==> src/rtl/lsu_ctrl.sv <==
// Load/store unit controller: accepts one memory op at a time, drives the data memory for one cycle, returns a response.
// Optional macro LSU_MISALIGN_TRAP_EN rejects misaligned H/HU/W accesses as invalid ops.
module lsu_ctrl (
  input  logic        clk,
  input  logic        rst,
  input  logic        req_valid,
  output logic        req_ready,
  input  logic        req_load,
  input  logic [2:0]  req_funct3,
  input  logic [31:0] req_addr,
  input  logic [31:0] req_wdata,
  input  logic [4:0]  req_rd,
  output logic [31:0] mem_addr,
  output logic [31:0] mem_wdata,
  output logic [2:0]  mem_load_code,
  output logic [1:0]  mem_store_code,
  input  logic [31:0] mem_rdata,
  output logic        rsp_valid,
  input  logic        rsp_ready,
  output logic [31:0] rsp_rdata,
  output logic [4:0]  rsp_rd,
  output logic        rsp_err
);

  localparam int unsigned AW = 32;
  localparam int unsigned DW = 32;
  localparam int unsigned RW = 5;
  localparam int unsigned FW = 3;
  localparam int unsigned SW = 2;

  localparam logic [FW-1:0] LD_IDLE = 3'b111;
  localparam logic [SW-1:0] ST_IDLE = 2'b11;

  typedef enum logic [1:0] {S_IDLE, S_ISSUE, S_RESP} state_e;

  state_e        state_q, state_d;
  logic [AW-1:0] addr_q, addr_d;
  logic [DW-1:0] wdata_q, wdata_d;
  logic          load_q, load_d;
  logic [DW-1:0] rdata_q, rdata_d;
  logic [RW-1:0] rd_q, rd_d;
  logic          err_q, err_d;
  logic [FW-1:0] ld_code_q, ld_code_d;
  logic [SW-1:0] st_code_q, st_code_d;
  logic          ready_q, ready_d;
  logic          valid_q, valid_d;
  logic          op_bad_c;

  // Reject unsupported size codes (and misaligned accesses when trapping is enabled)
  always_comb begin
    op_bad_c = 1'b0;
    if (req_load) begin
      if (req_funct3 == 3'b011 || req_funct3 == 3'b110 || req_funct3 == 3'b111)
        op_bad_c = 1'b1;
    end else begin
      if (req_funct3 != 3'b000 && req_funct3 != 3'b001 && req_funct3 != 3'b010)
        op_bad_c = 1'b1;
    end
`ifdef LSU_MISALIGN_TRAP_EN
    if (req_funct3[1:0] == 2'b01 && req_addr[0])
      op_bad_c = 1'b1;
    if (req_funct3[1:0] == 2'b10 && req_addr[1:0] != 2'b00)
      op_bad_c = 1'b1;
`endif
  end

  // Next-state and registered-output logic
  always_comb begin
    state_d   = state_q;
    addr_d    = addr_q;
    wdata_d   = wdata_q;
    load_d    = load_q;
    rdata_d   = rdata_q;
    rd_d      = rd_q;
    err_d     = err_q;
    ld_code_d = LD_IDLE;
    st_code_d = ST_IDLE;

    case (state_q)
      S_IDLE: begin
        if (req_valid) begin
          load_d  = req_load;
          rd_d    = req_load ? req_rd : RW'(0);
          rdata_d = DW'(0);
          if (op_bad_c) begin
            err_d   = 1'b1;
            state_d = S_RESP;
          end else begin
            err_d   = 1'b0;
            addr_d  = req_addr;
            wdata_d = req_wdata;
            if (req_load) ld_code_d = req_funct3;
            else          st_code_d = req_funct3[1:0];
            state_d = S_ISSUE;
          end
        end
      end
      S_ISSUE: begin
        rdata_d = load_q ? mem_rdata : DW'(0);
        state_d = S_RESP;
      end
      S_RESP: begin
        if (rsp_ready) state_d = S_IDLE;
      end
      default: state_d = S_IDLE;
    endcase

    ready_d = (state_d == S_IDLE);
    valid_d = (state_d == S_RESP);
  end

  always_ff @(posedge clk or posedge rst) begin
    if (rst) begin
      state_q   <= S_IDLE;
      addr_q    <= AW'(0);
      wdata_q   <= DW'(0);
      load_q    <= 1'b0;
      rdata_q   <= DW'(0);
      rd_q      <= RW'(0);
      err_q     <= 1'b0;
      ld_code_q <= LD_IDLE;
      st_code_q <= ST_IDLE;
      ready_q   <= 1'b1;
      valid_q   <= 1'b0;
    end else begin
      state_q   <= state_d;
      addr_q    <= addr_d;
      wdata_q   <= wdata_d;
      load_q    <= load_d;
      rdata_q   <= rdata_d;
      rd_q      <= rd_d;
      err_q     <= err_d;
      ld_code_q <= ld_code_d;
      st_code_q <= st_code_d;
      ready_q   <= ready_d;
      valid_q   <= valid_d;
    end
  end

  assign req_ready      = ready_q;
  assign rsp_valid      = valid_q;
  assign rsp_rdata      = rdata_q;
  assign rsp_rd         = rd_q;
  assign rsp_err        = err_q;
  assign mem_addr       = addr_q;
  assign mem_wdata      = wdata_q;
  assign mem_load_code  = ld_code_q;
  assign mem_store_code = st_code_q;

endmodule

==> config.mk <==
export PLATFORM = sky130hd
export DESIGN_NAME = lsu_ctrl
export DESIGN_NICKNAME = d
export VERILOG_FILES = /design/src/rtl/lsu_ctrl.sv
export SDC_FILE = /design/constraint.sdc
export NUM_CORES = 1
export LEC_CHECK = 0
export ABC_AREA = 1
export BUFFER_PORTS_ARGS = -buffer_cell sky130_fd_sc_hd__buf_2
export CAP_MARGIN = 5
export CORE_ASPECT_RATIO = 1.4
export CORE_MARGIN = 5
export CORE_UTILIZATION = 41
export DETAILED_ROUTE_END_ITERATION = 8
export GPL_ROUTABILITY_DRIVEN = 0
export GPL_TIMING_DRIVEN = 0
export PLACE_DENSITY = 0.74
export SETUP_SLACK_MARGIN = 0.05
export SYNTH_ARGS = -nofsm -noshare
export SYNTH_HDL_FRONTEND = slang
export SYNTH_SLANG_ARGS = --single-unit
==> constraint.sdc <==
create_clock -name clk -period 2.85 [get_ports clk]
set_input_delay 0.1425 -clock clk [delete_from_list [all_inputs] [get_ports clk]]
set_output_delay 0.1425 -clock clk [all_outputs]
set_load 0.01 [all_outputs]
==> flow_summary.toml, run 1 <==
[status]
status = "finished, final reports clean"

[critical_path]
path_class = "reg -> reg"
cp_top_family = "simple AND/OR/NAND/NOR gates"
r2r_end = "mem_wdata[10]"
setup.worst_path.start = "state_q[1]"
endpoint_kind = "register"
cp.buffers_inverters = 3
ff2ff_path_depth = 8
r2r_start = "state_q[1]"
worstPathRequired_ps = 3080
r2r_setup_slack_ps = 1370
startpoint_type = "register"
cp_slowest_cell = "dfrtp_1"
cpPeakStageDelay_ps = 390
path_max_fanout = 10
path_cells = "inv_2 > nand2_2 > nor2_4 > nand2_2 > buf_4 > buf_2 > nand2_1 > nand2_1"
crit_arrival_ps = 1700

[sta]
timing_hold_violations_final = 0
setup_violations = 0
tightest_slew_ps = 527
fmax_ghz = 0.678
period_needed_ps = 1480
skew_ps = 6.88
slew_violations = 0
tns_ps = 0
fin_crit_sh_pct = 51.8
finalWorstSetupSlack_ps = 1370
rsz0062_at_grt = "no"
max_slew_margin_pct = 64.8

[global_route]
grt_pass1_wl_um = 22100
grt_max_degree = 42
grt_pass1_vias = 4627
antenna_found_initial = 0
grt_usage_pct = 20.9
grt.overflow.total = 0

[logic_synthesis]
ys_seq_elements = 112
ys_top_cells_by_area = "dfrtp_1 61%, nand2_1 22%, nand3_1 4.0%"
yosysUniqueCellTypes = 18
syn-cell-area_um2 = 4350
syn_nets = 586
yosysSeqAreaShare_pct = 64.6
syn_inst = 477
yosysTopAreaCell = "dfrtp_1"
yosysWarnings = 0
avgSynthCellArea_um2 = 9.12
synth_top_area_share_pct = 61.0

[placement]
place_inst = 835
place_hpwl_um = 9350
pre_cts_ws_ps = 1370
portBuffers = 217

[pwr]
netSwitchingPower_w = 0.00194
p_int_w = 0.00363
p_leak_nw = 3.68
clockPowerShare_pct = 23.1
p_total_w = 0.00557
sw_frac_of_total_pct = 34.9
sequentialPowerShare_pct = 43.3
p_per_area_nw_per_um2 = 845
ir_drop_v = 0.000439
power_frac_comb_pct = 33.6

[routing]
ant_nets = 0
initialDrtViolationCount = 147
viasPerCell = 4.75
drc = 0
first_pass_iters = 4
routed_wl_um = 13200
num_vias = 4330
wire_per_inst_um = 14.5

[layout]
drive_gt1_share_pct = 34.7
layout_common_cells = "251 x nand2_1, 230 x buf_2, 106 x dfrtp_1, 60 x dlygate4sd3_1, 35 x nand3_1"
final_common_cell = "nand2_1"
syn2layout_area_growth_pct = 51.4
final_cells = 911
seqCellArea_um2 = 2810
fill_cells = 860
multiInputGateArea_um2 = 1340
fin_nets = 877
antennaDiodeCount = 0

[die]
die-area_um2 = 12800
start_util_pct = 41.8
placement_rows = 44
coreArea_um2 = 10400
io_pins = 218
dieHeight_um = 132
die_w_um = 97.1

[cts]
numCtsBuffers = 9
clk_path_buf_depth = 2
clock_latency_ps = 340
path_clk_slew_ps = 70
cts_sinks = 112
cts_setup_buffers = 0
root_buffer = "clkbuf_16"
htreeDepth = 3
cts_resized = 0
cts_tree = "yes"

[min_path]
worstHoldPathType = "in -> reg"
hold_path_depth = 3
hp-start = "req_wdata[4]"
hold_path_end = "mem_wdata[4]"

[run]
cap_violations = 0
[repair_timing]
item	in CTS	in global routing
hold endpoints to repair	68	0
endpoints found under the setup margin	0	0
hold buffers	60	0
[metrics by stage]
step / hold slack (ps) / instance area, um^2 / util, %
2_1_floorplan: 252 / 4350 / -
3_3_place_gp: 336 / 5610 / 53.9
3_5_place_dp: 116 / 5670 / 54.5
4_1_cts: 0.0421 / 6590 / 63.3
5_1_grt: 8.25 / 6590 / 63.3
6_report: 11.4 / 6590 / 63.3
[state kept, by name, indices dropped and copies added, names as in the netlist]
signal          cells
mem_wdata          32
mem_addr           32
rsp_rd              5
req_ready           1
rsp_err             1
rsp_rdata          32
mem_store_code      2
load_q              1
rsp_valid           1
mem_load_code       3
state_q             2
[routing by layer]
metal / GRT usage, % / vias to the layer above / wire [um]
met5: 0 / - / 0
met4: 10.3 / 0 / 416
met3: 5.61 / 36 / 1060
met2: 36.9 / 207 / 6720
met1: 23.2 / 2016 / 5040
li1: - / 2071 / -
[worst max path at each step]
stage / endpoint / depth (start not counted)
after floorplan: load_q / 1
after global placement: mem_wdata[31] / 2
after detailed placement: mem_addr[11] / 8
after CTS: mem_addr[13] / 8
after global routing: mem_wdata[10] / 8
final: mem_wdata[10] / 8
[logic make-up after synthesis]
| logic type | synth area share [%] |
|---|---|
| flops | 64.6 |
| buf+inv | 4.52 |
| simple gates | 27.1 |
| compound gates | 3.80 |
[Yosys cell counts]
| cell | instances |
|---|---|
| buf_1 | 3 |
| buf_6 | 5 |
| nor2_1 | 2 |
| nand2_1 | 251 |
| nand2_2 | 2 |
| dfrtp_1 | 106 |
| inv_2 | 2 |
| inv_1 | 7 |
| buf_4 | 1 |
| nor2_4 | 1 |
| nand3_2 | 1 |
| dfstp_2 | 6 |
| clkbuf_1 | 6 |
| o21ai_0 | 33 |
| nand4_1 | 2 |
| nand3b_1 | 1 |
| nand3_1 | 35 |
| buf_2 | 13 |
[tightest hold or removal path, stage by stage]
cell and delay, ps:
buf_2 80, nand2_1 40, nand2_1 50
[layout make-up]
cell class                      count  share of cell area (%)
Inverter                            9                   0.570
Timing Repair Buffer              280                    26.5
Tap cell                          138                    2.62
Buffer                             28                    2.47
Clock buffer                       11                    3.84
Multi-Input combinational cell    328                    20.4
Sequential cell                   112                    42.7
Clock inverter                      5                   0.931
[power groups by stage]
stage | clock network [W] | registers [W] | logic (W)
after CTS | 0.00132 | 0.00241 | 0.00187
after global placement | 0 | 0.00240 | 0.00175
after detailed placement | 0 | 0.00242 | 0.00181
after global routing | 0.00137 | 0.00247 | 0.00207
final | 0.00129 | 0.00241 | 0.00187
after floorplan | 0 | 0.00266 | 0.000696
No activity file was read; power rests on OpenSTA's default activity.
==> inputs of run 2 (changes only) <==
==> constraint.sdc (replaced) <==
create_clock -name clk -period 1.3 [get_ports clk]
set_input_delay 0.065 -clock clk [delete_from_list [all_inputs] [get_ports clk]]
set_output_delay 0.065 -clock clk [all_outputs]
set_load 0.01 [all_outputs]
==> run 2 against run 1 <==
Clock-buffer cell count did not move. Sequential power rose by 120%. Global-route usage rose by 2.5 points. Largest power group unchanged. The run now ends with setup timing left. Critical path type is now in -> reg. Critical path depth rose by 2.
==> flow_summary.toml, run 2 (synthesis gave the netlist of run 1 again) <==
[status]
status = "complete, but fails checks"
violations = "setup timing"

[die]
die_w_um = 97.1
io_pins = 218
start_util_pct = 41.8
die-area_um2 = 12800
placement_rows = 44
coreArea_um2 = 10400
dieHeight_um = 132

[sta]
slew_violations = 0
skew_ps = 8.13
tightest_slew_ps = 430
rsz0062_at_grt = "yes"
setup_violations = 56
max_slew_margin_pct = 71.3
timing_hold_violations_final = 0
finalWorstSetupSlack_ps = -43.2
fmax_ghz = 0.745
tns_ps = -826
fin_crit_sh_pct = 103
period_needed_ps = 1340

[pwr]
p_leak_nw = 4.02
ir_drop_v = 0.000981
p_total_w = 0.0128
p_per_area_nw_per_um2 = 1740

[routing]
initialDrtViolationCount = 183
first_pass_iters = 5
routed_wl_um = 15000
wire_per_inst_um = 15.5
ant_nets = 0
num_vias = 4581
drc = 0
viasPerCell = 4.75

[layout]
fill_cells = 733
final_core_util_pct = 70.7
final_common_cell = "nand2_1"
fin_nets = 930
layout_common_cells = "227 x nand2_1, 221 x buf_2, 106 x dfrtp_1, 104 x dlygate4sd3_1, 34 x nand3_1"
drive_gt1_share_pct = 37.7
postLayoutCellArea_um2 = 7360
syn2layout_area_growth_pct = 69.1

[critical_path]
path_common_cell = "nand2_1"
r2r_start = "state_q[1]"
path_cells = "buf_2 > dlygate4sd3_1 > nand2_1 > nand2_2 > nand2_2 > nand2_4 > buf_12 > buf_6 > nand2_1 > nand2_1"
ff2ff_path_depth = 8
setup.worst_path.start = "req_funct3[0]"
endpoint = "mem_wdata[17]"
cp_slowest_cell = "dlygate4sd3_1"
path_class = "in -> reg"
worstPathRequired_ps = 1530
crit_arrival_ps = 1570
r2r_end = "mem_wdata[17]"
path_max_fanout = 10
endpoint_kind = "register"
cpPeakStageDelay_ps = 580
startpoint_type = "input port"
r2r_setup_slack_ps = -10

[global_route]
grt_pass1_vias = 4970
grt.overflow.total = 0
grt_max_degree = 42
grt_pass1_wl_um = 24500
grt_usage_pct = 23.4
antenna_found_initial = 1

[min_path]
worstHoldPathType = "in -> reg"

[cts]
clk_path_buf_depth = 2
path_clk_slew_ps = 70
numCtsBuffers = 9
cts_sinks = 112
clock_latency_ps = 340
htreeDepth = 3
cts_tree = "yes"
root_buffer = "clkbuf_16"

[placement]
place_hpwl_um = 9350
portBuffers = 217
placed_area_um2 = 5670

[run]
cap_violations = 0
==> run 2: cell types whose count changed in the layout (fill, tap and decap cells not counted), moves of 6 or more <==
cell / delta
o21ai_1: +6
nand2_1: -24
dlygate4sd3_1: +44
buf_2: -9
buf_8: +6
o21ai_0: -6
clkbuf_1: -6
nand2_2: +21
buf_4: +10
==> run 2: repair_timing <==
item	4_1_cts	5_1_grt
endpoints found under the hold margin	185	0
gates resized for setup	30	57
gates cloned	0	2
pin swaps	4	4
setup buffers	5	4
setup endpoints to repair	96	106
hold buffers	104	0
==> run 2: worst min path at each step <==
| stage | slack, ps | to | cells past startpoint | startpoint |
|---|---|---|---|---|
| detailed placement | 40 | mem_addr[5] | 2 | rst |
| global route | 30 | rsp_rdata[25] | 3 | mem_rdata[25] |
| finish | 10 | rsp_rdata[25] | 3 | mem_rdata[25] |
| global placement | 260 | mem_wdata[27] | 3 | req_wdata[27] |
| floorplan | 170 | mem_addr[0] | 2 | req_addr[0] |
| CTS | 3 | mem_store_code[1] | 3 | req_load |
==> run 2: report_power, final <==
part | internal, W | switching (W) | total [W]
Sequential | 0.00465 | 0.000695 | 0.00535
Combinational | 0.00205 | 0.00256 | 0.00461
Clock | 0.00161 | 0.00123 | 0.00284
Total | 0.00831 | 0.00448 | 0.0128
==> run 2: critical path, delay by kind of cell <==
family,cells,cell delay (ps)
buffers and inverters,4,980
and+or+nand+nor,6,520
==> run 2: stage by stage <==
stage | std cells | worst slack (ps) | hold WS, ps
after global placement | 832 | -778 | 259
after floorplan | 477 | -118 | 175
after CTS | 959 | -34.0 | 3.01
after detailed placement | 835 | -176 | 38.7
after global routing | 965 | -114 | 30.2
final | 965 | -43.2 | 10.3
==> run 2: layout make-up <==
class / instances / area [um^2] / area share [%]
Multi-Input combinational cell: 328 / 1430 / 19.5
Clock buffer: 11 / 253 / 3.44
Antenna cell: 1 / 2.50 / 0.0340
Timing Repair Buffer: 335 / 2300 / 31.3
Tap cell: 138 / 173 / 2.35
Inverter: 9 / 40.0 / 0.544
Clock inverter: 5 / 61.3 / 0.833
Buffer: 26 / 282 / 3.83
Sequential cell: 112 / 2810 / 38.2
==> run 2: per-layer routing <==
layer / GRT usage [%] / share of wire, % / routed length (um) / up-vias
li1: - / - / - / 2182
met1: 26.0 / 37 / 5580 / 2152
met2: 42.2 / 53 / 8010 / 219
met3: 5.35 / 6.9 / 1030 / 28
met4: 10.8 / 2.4 / 361 / 0
met5: 0 / 0 / 0 / -
==> inputs of run 3 (changes only) <==
--- a/config.mk
+++ b/config.mk
@@ -16,6 +16,7 @@
 export GPL_TIMING_DRIVEN = 0
 export PLACE_DENSITY = 0.74
 export SETUP_SLACK_MARGIN = 0.05
+export SKIP_CTS_REPAIR_TIMING = 1
 export SYNTH_ARGS = -nofsm -noshare
 export SYNTH_HDL_FRONTEND = slang
 export SYNTH_SLANG_ARGS = --single-unit
==> run 3 against run 2 <==
The flow finishes with violations (hold timing, setup timing). Sequential cell count did not move. Worst hold slack worse by 24 ps. Sequential power is 0.9% higher. Critical path depth fell by 1. Wire length shrank 0.45%. Power is 0.98% higher. Register-to-register slack lost 100 ps. Via count is 0.55% lower. Cell area down 0.20%. Clock-buffer cell count unchanged. Critical endpoint is now mem_wdata[10].
==> flow_summary.toml, run 3 (synthesis gave the netlist of run 1 again) <==
[cts]
htreeDepth = 3
path_clk_slew_ps = 70
clock_latency_ps = 340
clk_path_buf_depth = 2
root_buffer = "clkbuf_16"
cts_sinks = 112
cts_tree = "yes"
numCtsBuffers = 9

[routing]
wire_per_inst_um = 15.6
routed_wl_um = 14900
ant_nets = 0
viasPerCell = 4.77
initialDrtViolationCount = 147
num_vias = 4556
first_pass_iters = 4
drc = 0

[critical_path]
startpoint_type = "register"
cpPeakStageDelay_ps = 390
endpoint_kind = "register"
path_cells = "inv_2 > nand2_4 > nor2_4 > nand2_4 > clkinv_4 > buf_12 > buf_6 > nand2_1 > nand2_1"
path_max_fanout = 10
endpoint = "mem_wdata[10]"
cp_slowest_cell = "dfrtp_1"
path_class = "reg -> reg"
worstPathRequired_ps = 1570
r2r_start = "state_q[1]"
crit_arrival_ps = 1680
r2r_end = "mem_wdata[10]"
ff2ff_path_depth = 9
r2r_setup_slack_ps = -110
setup.worst_path.start = "state_q[1]"

[layout]
postLayoutCellArea_um2 = 7340
layout_common_cells = "227 x nand2_1, 221 x buf_2, 106 x dfrtp_1, 94 x dlygate4sd3_1, 34 x nand3_1"
syn2layout_area_growth_pct = 68.8
final_common_cell = "nand2_1"
fill_cells = 762
drive_gt1_share_pct = 38.2
fin_nets = 920

[sta]
setup_violations = 63
whs_ps = -13.7
rsz0062_at_grt = "yes"
skew_ps = 9.16
max_slew_margin_pct = 79.8
timing_hold_violations_final = 8
slew_violations = 0
fmax_ghz = 0.709
period_needed_ps = 1410
tightest_slew_ps = 303
finalWorstSetupSlack_ps = -111
fin_crit_sh_pct = 109

[placement]
portBuffers = 217
placed_area_um2 = 5670
pre_cts_ws_ps = -176
place_hpwl_um = 9350

[die]
start_util_pct = 41.8
die_w_um = 97.1
coreArea_um2 = 10400
dieHeight_um = 132
die-area_um2 = 12800
io_pins = 218
placement_rows = 44

[status]
status = "complete, but fails checks"
violations = "hold timing, setup timing"

[pwr]
p_leak_nw = 4.01
ir_drop_v = 0.000989
p_total_w = 0.0129
p_per_area_nw_per_um2 = 1760

[global_route]
grt_pass1_wl_um = 19900
grt_pass1_vias = 4160
antenna_found_initial = 1
grt_usage_pct = 18.8
grt.overflow.total = 0
grt_max_degree = 42

[run]
cap_violations = 0

[min_path]
worstHoldPathType = "in -> reg"
==> run 3: final cells by class <==
type	count	area (um^2)	area share [%]
clock inverter	5	61.3	0.835
inverter	9	42.5	0.579
sequential	112	2810	38.3
tap	138	173	2.35
clock buffer	11	253	3.44
buffer	27	287	3.90
antenna	1	2.50	0.0341
multi-input combinational	328	1450	19.8
timing repair buffer	324	2260	30.8
==> run 3: where the power goes <==
| part | leakage [nW] | internal, W | switching, W |
|---|---|---|---|
| logic | 2.42 | 0.00211 | 0.00258 |
| registers | 1.43 | 0.00465 | 0.000744 |
| clock network | 0.157 | 0.00161 | 0.00122 |
==> run 3: worst min-delay path by stage <==
| stage | from | to | slack, ps | cells past startpoint |
|---|---|---|---|---|
| after CTS | rst | mem_addr[5] | -340 | 2 |
| after detailed placement | rst | mem_addr[5] | 40 | 2 |
| after floorplan | req_addr[0] | mem_addr[0] | 170 | 2 |
| after global routing | mem_rdata[26] | rsp_rdata[26] | 1 | 3 |
| after global placement | req_wdata[27] | mem_wdata[27] | 260 | 3 |
| final | mem_rdata[29] | rsp_rdata[29] | -10 | 3 |
==> run 3: critical path: cells and delay by family (launching register included) <==
kind	cells	cell delay [ps]
simple gates	5	500
buf+inv	4	440
flops	1	390
==> run 3: routing by layer <==
metal / up-vias / global-route usage, % / wire (um)
met5: - / 0 / 0
met4: 0 / 7.88 / 455
met3: 39 / 4.55 / 993
met2: 211 / 33.0 / 7980
met1: 2148 / 21.8 / 5500
li1: 2158 / - / -
==> run 3: stage by stage <==
step           setup TNS, ps  std cells  util [%]
6_report               -3500        955      70.6
5_1_grt                -9290        955      70.6
4_1_cts                -9430        851      57.5
3_5_place_dp           -8420        835      54.5
3_3_place_gp          -89670        832      53.9
2_1_floorplan         -12460        477         -
